===== src/rtl/dmem_arb_pkg.sv =====
// Shared encodings and defaults for the two-port data-memory arbiter.
package dmem_arb_pkg;

    typedef enum logic [1:0] {
        S_IDLE   = 2'd0,
        S_ACCESS = 2'd1,
        S_DONE   = 2'd2
    } state_t;

    localparam logic PORT_MEM = 1'b0;
    localparam logic PORT_DBG = 1'b1;

    localparam int DEF_ACCESS_CYCLES = 2;
    localparam int DEF_DEPTH         = 64;

    function automatic logic addr_oor(input logic [31:0] addr, input int depth);
        return addr >= 32'(depth);
    endfunction

endpackage


===== src/rtl/rr_arb2.sv =====
// Two-way round-robin pick, purely combinational: on a tie the port that
// did not win last time is chosen.
module rr_arb2 (
    input  logic req0,
    input  logic req1,
    input  logic last_grant,
    output logic grant,
    output logic grant_valid
);

    always_comb begin
        grant_valid = req0 | req1;
        if (req0 && req1) begin
            grant = ~last_grant;
        end else begin
            grant = req1;
        end
    end

endmodule


===== src/rtl/dmem_arbiter.sv =====
// Two-port data-memory arbiter/sequencer; ack arrives ACCESS_CYCLES+1 cycles after grant,
// one idle cycle between accesses, port 0 frozen while waiting. Stats via DMEM_ARB_STATS_EN.
module dmem_arbiter
    import dmem_arb_pkg::*;
#(
    parameter int DEPTH         = DEF_DEPTH,
    parameter int ACCESS_CYCLES = DEF_ACCESS_CYCLES,
    parameter int CNT_W         = 4
) (
    input  logic        clk,
    input  logic        rst_n,
    input  logic        p0_req,
    input  logic        p0_we,
    input  logic [31:0] p0_addr,
    input  logic [31:0] p0_wdata,
    output logic        p0_ack,
    output logic [31:0] p0_rdata,
    input  logic        p1_req,
    input  logic        p1_we,
    input  logic [31:0] p1_addr,
    input  logic [31:0] p1_wdata,
    output logic        p1_ack,
    output logic [31:0] p1_rdata,
    output logic        freeze,
    output logic [31:0] mem_addr,
    output logic [31:0] mem_wdata,
    output logic        mem_r_en,
    output logic        mem_w_en,
    input  logic [31:0] mem_rdata,
    output logic        err
`ifdef DMEM_ARB_STATS_EN
    ,
    output logic [31:0] p0_wait_cnt,
    output logic [31:0] p1_wait_cnt,
    output logic [31:0] conflict_cnt
`endif
);

    localparam logic [CNT_W-1:0] CNT_LAST = CNT_W'(ACCESS_CYCLES - 1);

    state_t            state;
    logic              last_grant;
    logic              gnt;
    logic              lat_we;
    logic              lat_oor;
    logic [CNT_W-1:0]  cnt;

    logic              arb_gnt;
    logic              arb_vld;
    logic              sel_we;
    logic [31:0]       sel_addr;
    logic [31:0]       sel_wdata;
    logic              sel_oor;

    rr_arb2 u_rr_arb2 (
        .req0        (p0_req),
        .req1        (p1_req),
        .last_grant  (last_grant),
        .grant       (arb_gnt),
        .grant_valid (arb_vld)
    );

    always_comb begin
        sel_we    = (arb_gnt == PORT_DBG) ? p1_we    : p0_we;
        sel_addr  = (arb_gnt == PORT_DBG) ? p1_addr  : p0_addr;
        sel_wdata = (arb_gnt == PORT_DBG) ? p1_wdata : p0_wdata;
        sel_oor   = addr_oor(sel_addr, DEPTH);
    end

    assign freeze = p0_req & ~p0_ack;

    // mem_addr/mem_wdata are the latched request copies, so late changes on
    // the requester side cannot disturb an access in flight.
    always_ff @(posedge clk) begin
        if (!rst_n) begin
            state      <= S_IDLE;
            last_grant <= PORT_DBG;
            gnt        <= PORT_MEM;
            lat_we     <= 1'b0;
            lat_oor    <= 1'b0;
            cnt        <= '0;
            mem_addr   <= '0;
            mem_wdata  <= '0;
            mem_r_en   <= 1'b0;
            mem_w_en   <= 1'b0;
            p0_ack     <= 1'b0;
            p1_ack     <= 1'b0;
            p0_rdata   <= '0;
            p1_rdata   <= '0;
            err        <= 1'b0;
        end else begin
            p0_ack   <= 1'b0;
            p1_ack   <= 1'b0;
            err      <= 1'b0;
            mem_w_en <= 1'b0;
            case (state)
                S_IDLE: begin
                    if (arb_vld) begin
                        gnt        <= arb_gnt;
                        last_grant <= arb_gnt;
                        lat_we     <= sel_we;
                        lat_oor    <= sel_oor;
                        mem_addr   <= sel_addr;
                        mem_wdata  <= sel_wdata;
                        cnt        <= '0;
                        mem_r_en   <= ~sel_we & ~sel_oor;
                        mem_w_en   <= sel_we & ~sel_oor;
                        state      <= S_ACCESS;
                    end
                end
                S_ACCESS: begin
                    cnt <= cnt + 1'b1;
                    if (cnt == CNT_LAST) begin
                        mem_r_en <= 1'b0;
                        err      <= lat_oor;
                        state    <= S_DONE;
                        if (gnt == PORT_MEM) begin
                            p0_ack <= 1'b1;
                            if (lat_oor) begin
                                p0_rdata <= '0;
                            end else if (!lat_we) begin
                                p0_rdata <= mem_rdata;
                            end
                        end else begin
                            p1_ack <= 1'b1;
                            if (lat_oor) begin
                                p1_rdata <= '0;
                            end else if (!lat_we) begin
                                p1_rdata <= mem_rdata;
                            end
                        end
                    end
                end
                S_DONE: begin
                    state <= S_IDLE;
                end
                default: begin
                    state <= S_IDLE;
                end
            endcase
        end
    end

`ifdef DMEM_ARB_STATS_EN
    // In IDLE no port owns the memory, so any raised request counts as waiting.
    logic p0_waiting;
    logic p1_waiting;

    assign p0_waiting = p0_req & ~((state != S_IDLE) && (gnt == PORT_MEM));
    assign p1_waiting = p1_req & ~((state != S_IDLE) && (gnt == PORT_DBG));

    always_ff @(posedge clk) begin
        if (!rst_n) begin
            p0_wait_cnt  <= '0;
            p1_wait_cnt  <= '0;
            conflict_cnt <= '0;
        end else begin
            if (p0_waiting && (p0_wait_cnt != '1)) begin
                p0_wait_cnt <= p0_wait_cnt + 1'b1;
            end
            if (p1_waiting && (p1_wait_cnt != '1)) begin
                p1_wait_cnt <= p1_wait_cnt + 1'b1;
            end
            if ((state == S_IDLE) && p0_req && p1_req && (conflict_cnt != '1)) begin
                conflict_cnt <= conflict_cnt + 1'b1;
            end
        end
    end
`endif

endmodule


===== config.mk =====
export PLATFORM = sky130hd
export DESIGN_NAME = dmem_arbiter
export DESIGN_NICKNAME = d
export VERILOG_FILES = /design/src/rtl/dmem_arb_pkg.sv /design/src/rtl/rr_arb2.sv /design/src/rtl/dmem_arbiter.sv
export SDC_FILE = /design/constraint.sdc
export NUM_CORES = 1
export LEC_CHECK = 0
export BUFFER_PORTS_ARGS = -buffer_cell sky130_fd_sc_hd__buf_2
export CORE_UTILIZATION = 46
export CTS_CLUSTER_DIAMETER = 60
export DETAILED_ROUTE_END_ITERATION = 16
export PLACE_DENSITY = 0.79
export SETUP_SLACK_MARGIN = 0.5
export SKIP_LAST_GASP = 1
export SYNTH_ARGS = -nofsm -noshare
export SYNTH_HDL_FRONTEND = slang
export SYNTH_SLANG_ARGS = --single-unit

===== constraint.sdc =====
create_clock -name clk -period 2.5 [get_ports clk]
set_clock_uncertainty 0.2 [all_clocks]
set_input_delay 0.5 -clock clk [delete_from_list [all_inputs] [get_ports clk]]
set_output_delay 0.5 -clock clk [all_outputs]
set_load 0.02 [all_outputs]

After elaboration in Yosys (flattened, before gate mapping). Index checks and enable logic that the tools add are counted.

Output and inout bits: 134. Memory bits (read-only): 0. Bits of input ports: 166. Memory bits (writable): 0. Memories kept: 0. Register bits: 143. Latch bits: 0.

Divide/modulo/power cells: 0. Reductions and logical operators: 11. Equal/unequal tests: 5. Multiply operators: 0. Add/sub/neg operators: 1. Bitwise gates (word level): 9. Shift operators: 0. Mux-type cells: 16. Order comparisons: 1.

Operators by type and width (count): $mux W32 (4); $ge A32 B7 Y1 const B (1); $reduce_and A3 Y1 (3); $pmux W4 S2 (1); $reduce_and A4 Y1 (2); $mux W1 (6); $reduce_and A2 Y1 (3); $not A1 Y1 (5); $add A4 B1 Y4 const B (1); $eq A4 B1 Y1 const B (1); $mux W2 (2); $mux W4 (1); $ne A2 B2 Y1 const B (2); $pmux W2 S2 (1); $and A1 B1 Y1 (3); $eq A2 B1 Y1 const B (1); $logic_not A2 Y1 (1); $ne A2 B1 Y1 const B (1); $pmux W1 S2 (1); $reduce_bool A2 Y1 (1); $logic_and A1 B1 Y1 (1); $or A1 B1 Y1 (1).

Depth between registers and ports, before layout. Gate-level depths: netlist of run 1.

Depth in word-level cells: 8. Mapped depth: 8. Gate-level depth less buffers: 6.

Hierarchy. A second synthesis of run 1 with hierarchy kept.

Cell total of the unflattened synthesis: 687. Area, all modules: 5982.0 um^2.

By module, submodules not included: dmem_arbiter (area an instance 5968.2 um^2, times used 1, cells each 685, seq. area each 2862.7 um^2); rr_arb2 (area an instance 13.8 um^2, times used 1, cells each 2, seq. area each 0.0 um^2).

Worst setup path before layout of run 1. No wires, ideal clock.

Kind: register to register. From: register cnt[0]. To: register p0_rdata[25]. Data arrival time: 1749 ps. Path buffers: 1. Clock period less this slack: 2074 ps. Cell stages (with the launch flop): 7. Setup time: 125 ps. Slack: 426 ps. Path through: dfxtp_1 -> ha_1 -> or3b_4 -> nor4b_4 -> buf_6 -> mux2i_1 -> nor2_1.

Longest elaborated chain between the ends: 2.

RTL lines: from (decl) (RTL line dmem_arbiter.sv:46) `logic [CNT_W-1:0] cnt;`; from (signal assigned) (RTL line dmem_arbiter.sv:112) `cnt <= cnt + 1'b1;`; $eq A4 B1 Y1 (RTL line dmem_arbiter.sv:113) `if (cnt == CNT_LAST) begin`; $reduce_and A4 Y1 (no line); to (signal assigned) (RTL line dmem_arbiter.sv:122) `p0_rdata <= mem_rdata;`; to (decl) (RTL line dmem_arbiter.sv:17) `output logic [31:0] p0_rdata,`.

Every way passes these cells. A chain may end at the register's enable or synchronous reset.

Final worst setup path of run 1.
From: register cnt[1]. To: register p0_rdata[11].

Same word-level chain as after synthesis.

==> results of run 1 <==
## flip-flops by register name, summed over array words and instances, names as in the netlist, 2 cells and up
signal and count:
p1_rdata 32, mem_wdata 32, state 2, cnt 4, mem_addr 32, p0_rdata 32
## cell families after synthesis
logic type | count (synthesis)
XOR/XNOR | 1
AND/OR/NAND/NOR | 245
buffers and inverters | 53
flip-flops | 143
AO/OA/AOI/OAI | 109
multiplexers | 98
adder cells (fa/ha/maj) | 2
## layout by cell type (no fill, tap or decap), types with 2 or more instances in the layout
master      count
and2_1          2
nor2_1        109
mux2i_1        96
nand2_1        68
clkbuf_16      18
and2b_1         4
dfxtp_1       141
a211oi_1       65
clkinvlp_4      3
clkinv_4        3
and2b_2        26
clkinv_2        3
buf_4          14
nand4_1         4
nor2b_1         4
buf_16          3
bufinv_16       2
nand3_1         2
buf_12          6
nor3_1          2
nor4_1         14
a21oi_1        37
buf_2         299
## repair_timing
action	in CTS	in global routing
gates cloned	3	0
pin swaps	3	4
endpoints found under the setup margin	32	41
buffers inserted	5	1
gates resized for setup	3	2
## through the flow
step	total power [mW]	hold WS [ps]	util [%]
3_3_place_gp	3.604	238.7	60.59
2_1_floorplan	3.222	233.4	-
4_1_cts	6.198	126.6	66.24
3_5_place_dp	3.620	243.5	60.59
6_report	6.150	153.2	66.37
5_1_grt	6.413	151.4	66.37
## area by class of cell
type	count	area share [%]
Clock buffer	20	5.519
Antenna cell	1	0.02952
Inverter	2	0.1181
Multi-Input combinational cell	455	34.99
Timing Repair Buffer	323	21.41
Tap cell	172	2.538
Sequential cell	143	33.83
Clock inverter	12	1.564
## worst max path at each step
stage	start	slack, ps	cells after the start	endpoint
after CTS	cnt[1]	470	8	p0_rdata[29]
after global placement	cnt[1]	440	7	p0_rdata[25]
final	cnt[1]	450	8	p0_rdata[11]
after detailed placement	cnt[1]	390	7	p0_rdata[31]
after global routing	cnt[1]	350	8	p0_rdata[0]
after floorplan	cnt[1]	430	7	p0_rdata[25]
## routing by layer
layer | track usage, % | up-vias | part of all wire, %
li1 | - | 2861 | -
met5 | 0 | - | 0
met3 | 8.548 | 25 | 8.9
met1 | 28.46 | 2630 | 41
met2 | 44.63 | 251 | 48
met4 | 12.66 | 0 | 1.9
## power by group
part	total [mW]	leakage, nW	internal, mW	switching [mW]
sequential	2.51	1.17	2.43	0.0800
combinational	1.10	2.46	0.463	0.633
clock	2.55	0.288	1.56	0.992
total	6.15	3.92	4.45	1.71
==> impl_summary.txt, run 1 <==
----------------------------------------------------
[Placement]
  Setup slack at placement ... 390.7 ps
  Placed cell area ... 7740 um^2
  Placer congestion estimate ... 0.9252
  Number of port buffers ... 299
  Count of placed standard cells including taps ... 1086
  Detailed Place HPWL ... 12510 um

[Setup path]
  Cell family contributing the most delay on the critical path ... simple AND/OR/NAND/NOR gates
  Worst setup SP type ... register
  R2r endpoint ... p0_rdata[11]
  CP Buf/Inv Count ... 3
  Peak fanout along the critical path ... 8
  Worst-case reg-to-reg path depth ... 8
  Worst R2R Start ... cnt[1]
  WP data arrival ... 2150 ps
  Max incr delay on CP ... 390 ps
  Reg2reg setup slack ... 450 ps
  Capturing element type of the critical path ... register
  Ordered list of cells on the worst path ... inv_2 -> ha_4 -> or3b_4 -> nor4b_4 -> buf_4 -> buf_12 -> mux2i_2 -> nor2_1
  Crit path kind ... register to register
  CP max stage cell ... or3b_4
  Req. time, crit path ... 2600 ps

[Min path]
  Critical hold path startpoint ... rst_n
  Worst min-delay path category ... primary input to register
  Worst hold path depth ... 2
  Endpoint, Worst Hold ... last_grant

[STA]
  Setup total negative slack ... 0 ps
  Unrepaired setup endpoints after global routing ... true
  Final count of hold timing violations ... 0
  Achievable Freq ... 0.4872 GHz
  Final setup violation count ... 0
  Number of max-slew violations in the final report ... 0
  Least-Margin Pin Slew ... 470.9 ps
  Relative max-transition margin ... 68.50%
  Final critical delay including setup and external delays ... 2052 ps
  Final worst-path cycle share ... 82.10%
  Final worst-path setup slack ... 447.6 ps

[Yosys]
  Share of the yosys chip area belonging to registers ... 46.94%
  Dominant cells by area after synthesis ... dfxtp_1, mux2i_1, a211oi_1, nor2_1, nand2_1
  Synth area leader ... dfxtp_1
  Portion of netlist area occupied by mux cells ... 16.11%
  Post-synthesis net count ... 819
  Post-Synth Adder-Cell Area ... 0.4103%
  Most instantiated cells after synthesis ... dfxtp_1, nor2_1, mux2i_1, nand2_1, a211oi_1
  Main combinational cell family by area after synthesis ... simple AND/OR/NAND/NOR gates
  Simple-Gate Fraction of Synth Area ... 19.51%
  Cell area after synthesis ... 6098 um^2
  Warnings, synthesis ... 0
  Synthesized netlist cell count ... 651
  Number of distinct standard cells referenced by the synthesized netlist ... 42
  Post-synthesis sequential element count ... 143
  Top-count cell post-synth ... dfxtp_1
  Async S/R FF share, synth ... 0%
  Synth Area in Compound Gates ... 11.92%
  Portion of synthesized cell area occupied by the leading cell type ... 46.94%
  Top FF cell, synth ... dfxtp_1
  Xor/xnor cell area share of the yosys netlist ... 0.1436%
  Post-Syn Area per Cell ... 9.368 um^2
  Number of enable flip-flop cells after synthesis ... 0

[GRT]
  Initial antenna violation count ... 1
  Leftover overflow at the end of global routing ... 0
  All-Layer GR Usage ... 25.82%
  Maximum number of pins on one net before global-route repair ... 64
  First-pass GRT wire length ... 26690 um
  Via count of the first global-routing pass ... 5340

[Route]
  Vias after detailed routing ... 5767
  Wire length per cell after detailed routing ... 15.91 um
  Number of nets with antenna violations after detailed routing ... 0
  First-iteration detailed-routing DRC count ... 447
  Via density per instance ... 5.113
  Total length of routed wires ... 17950 um
  Number of remaining DRC errors ... 0
  Detailed-routing iteration count for the pre-antenna-repair pass ... 4

[Final layout]
  Storage cell area ... 2868 um^2
  Multi-input combinational cell area ... 2967 um^2
  Share of layout cells above drive strength 1 ... 41.26%
  Final standard cell count with taps included and fillers excluded ... 1128
  Filler Cells Inserted ... 1026
  Final design area excluding fillers ... 8478 um^2
  Final Net Count ... 1110
  Area growth from synthesis to final layout ... 39.02%

[Floorplan]
  Die span in x ... 117.1 um
  Overall die area ... 13720 um^2
  Boundary Pins ... 300
  Initial core utilization ... 47.74%
  Area inside the core boundary ... 12770 um^2
  DIE HEIGHT ... 117.1 um
  Number of rows in the core area ... 41

[CTS]
  Root Buffer ... clkbuf_16
  Register clock-pin slew on the reported worst setup and hold paths ... 60 ps
  Worst-skew pair later-pin latency ... 420 ps
  Clock tree from TritonCTS ... yes
  Number of buffers between clock root and the deepest sink ... 2
  # hold bufs at CTS ... 0
  Number of buffers inserted during clock tree synthesis ... 17
  TritonCTS Sinks ... 143
  Number of H-tree levels ... 4

[Pwr]
  Maximum VDD drop ... 0.0004697 V
  Ratio of total power to cell area ... 725.5 nW/um^2
  Pleak ... 3.923 nW

[Run status]
  Outcome ... finished clean

[Flow run]
  MaxCap Viol Count ... 0

----------------------------------------------------
Note: power is estimated with default switching activity, not from simulation.
==> run 2: changes to the inputs <==
- CORE_UTILIZATION: 46 -> 42
- PLACE_DENSITY: 0.79 -> 0.76
- clock period: 2.5 -> 1.7 ns (I/O delays scaled with it)
==> run 2 against run 1 <==
Effect of this change: the flow now finishes with violations (setup timing); critical path depth unchanged; flip-flop and latch count stayed put; non-clock buffer count rose by 110; die area up 9.4%; cell area is 34% higher; worst hold slack got worse by 110 ps; utilization increased by 15 points; register-to-register slack got worse by 830 ps; sequential share of layout area down 7.6 points; first-iteration DRC count up 8.3%; maximum frequency shrank 1.4%; critical path type unchanged; critical endpoint is now p0_rdata[10]; largest cell class is now non-clock buffers.
==> impl_summary.txt, run 2 (synthesis results as in run 1) <==
----------------------------------------------------
[Pwr]
  Maximum VDD drop ... 0.0007006 V (+49%)
  Pleak ... 4.935 nW (+26%)
  Ratio of total power to cell area ... 942.5 nW/um^2 (+30%)

[Run status]
  Outcome ... finished, violations left
  Violations in the final reports ... setup timing

[CTS]
  Root Buffer ... clkbuf_16
  Number of buffers inserted during clock tree synthesis ... 17 (unchanged)
  Clock tree from TritonCTS ... yes
  TritonCTS Sinks ... 143 (unchanged)
  Number of H-tree levels ... 4 (unchanged)
  Number of buffers between clock root and the deepest sink ... 2 (unchanged)
  Worst-skew pair later-pin latency ... 410 ps (about the same)
  Register clock-pin slew on the reported worst setup and hold paths ... 60 ps (about the same)

[Route]
  Detailed-routing iteration count for the pre-antenna-repair pass ... 5 (+1)
  Number of nets with antenna violations after detailed routing ... 0 (unchanged)
  Vias after detailed routing ... 6920 (+20%)
  Wire length per cell after detailed routing ... 20.46 um (+29%)
  First-iteration detailed-routing DRC count ... 484 (+8.3%)
  Via density per instance ... 5.549 (+8.5%)
  Total length of routed wires ... 25510 um (+42%)
  Number of remaining DRC errors ... 0 (unchanged)

[STA]
  Least-Margin Pin Slew ... 462.2 ps (-8.726 ps)
  Setup total negative slack ... -12170 ps (-12170 ps)
  Final count of hold timing violations ... 0 (unchanged)
  Achievable Freq ... 0.4804 GHz (-1.4%)
  Final setup violation count ... 60 (+60)
  Final worst-path cycle share ... 122.4% (+40 points)
  Unrepaired setup endpoints after global routing ... true
  Number of max-slew violations in the final report ... 0 (unchanged)
  Final critical delay including setup and external delays ... 2082 ps (+29.12 ps)
  Relative max-transition margin ... 69.00% (+0.50 points)
  Final worst-path setup slack ... -381.5 ps (-829.1 ps)

[Placement]
  Placer congestion estimate ... 0.8783 (-5.1%)
  Detailed Place HPWL ... 12630 um (+0.92%)
  Number of port buffers ... 299 (unchanged)
  Count of placed standard cells including taps ... 1129 (+4.0%)

[Final layout]
  Share of layout cells above drive strength 1 ... 66.38% (+25 points)
  Leading cell type in the layout, fill and taps excluded ... buf_2
  Area growth from synthesis to final layout ... 86.68%
  Final Net Count ... 1220 (+9.9%)
  Most frequent cells in the layout ... buf_2, buf_6, nor2_1, dfxtp_2, mux2i_1
  Final standard cell count with taps included and fillers excluded ... 1247 (+11%)

[GRT]
  First-pass GRT wire length ... 32100 um (+20%)
  Maximum number of pins on one net before global-route repair ... 65 (+1.6%)
  Via count of the first global-routing pass ... 6404 (+20%)
  Leftover overflow at the end of global routing ... 0 (unchanged)
  Initial antenna violation count ... 1 (unchanged)
  All-Layer GR Usage ... 28.09% (+2.3 points)

[Floorplan]
  Die span in x ... 122.5 um (+4.6%)
  Overall die area ... 15010 um^2 (+9.4%)
  DIE HEIGHT ... 122.5 um (+4.6%)
  Initial core utilization ... 43.43% (-4.3 points)
  Number of rows in the core area ... 43 (+4.9%)
  Boundary Pins ... 300 (unchanged)
  Area inside the core boundary ... 14040 um^2 (+9.9%)

[Setup path]
  Reg2reg setup slack ... -380 ps (-830 ps)
  Capturing element type of the critical path ... register
  Worst setup SP type ... register
  Req. time, crit path ... 1790 ps (-810 ps)
  WP data arrival ... 2180 ps (+30 ps)
  Crit path kind ... register to register
  Peak fanout along the critical path ... 8 (unchanged)

[Flow run]
  MaxCap Viol Count ... 0 (unchanged)

[Min path]
  Worst min-delay path category ... primary input to register

----------------------------------------------------
[run 2: per-layer routing]
metal / track usage (%) / up-vias / wire [um]
met5: 0 / - / 0
met4: 14.02 / 0 / 1371
met3: 7.574 / 120 / 1853
met2: 49.05 / 388 / 13130
met1: 31.28 / 3318 / 9153
li1: - / 3094 / -
[run 2: worst max-delay path: stages (launching register included)]
cell	delay, ps
dfxtp_2	320
inv_2	50
ha_4	110
or3b_4	390
nor4b_4	280
buf_6	180
buf_16	150
mux2i_1	220
nor2_1	60
[run 2: layout make-up]
cell class	count	area, um^2
Tap cell	180	225.2
Multi-Input combinational cell	455	3642
Sequential cell	143	2987
Inverter	2	10.01
Clock buffer	19	442.9
Antenna cell	2	5.005
Timing Repair Buffer	433	3909
Fill cell	727	2658
Clock inverter	13	163.9
[run 2: worst paths after layout]
| path | start | endpoint | cells past startpoint |
|---|---|---|---|
| min | rst_n | lat_oor | 2 |
| min reg2reg | p1_rdata[7] | p1_rdata[7] | 2 |
| max | cnt[1] | p0_rdata[10] | 8 |
| max reg2reg | cnt[1] | p0_rdata[10] | 8 |
[run 2: where the power goes]
part | leakage [nW] | internal (mW) | switching (mW)
clock network | 0.282 | 2.35 | 1.52
registers | 1.21 | 3.60 | 0.191
logic | 3.45 | 1.63 | 1.44
total | 4.94 | 7.58 | 3.15
[run 2: repair_timing]
| action | in CTS | in global routing |
|---|---|---|
| hold buffers | 1 | 0 |
| hold endpoints to repair | 1 | 0 |
| pin swaps | 54 | 28 |
| setup buffers | 31 | 33 |
| gates resized for setup | 159 | 289 |
| gates cloned | 19 | 0 |
| endpoints found under the setup margin | 277 | 277 |
[run 2: metrics by stage]
step                      worst slack (ps)  instance area (um^2)  hold WS (ps)  total power, mW  utilization [%]
final                               -381.5                 11380         44.23            10.73            81.07
after global routing                -477.7                 11380         33.64            11.06            81.06
after CTS                           -346.6                 10320         25.12            10.15            73.53
after detailed placement            -395.3                  8293         243.0            5.550            59.06
after global placement              -343.7                  8293         238.9            5.520            59.06
after floorplan                     -372.6                  6539         224.6            4.922                -
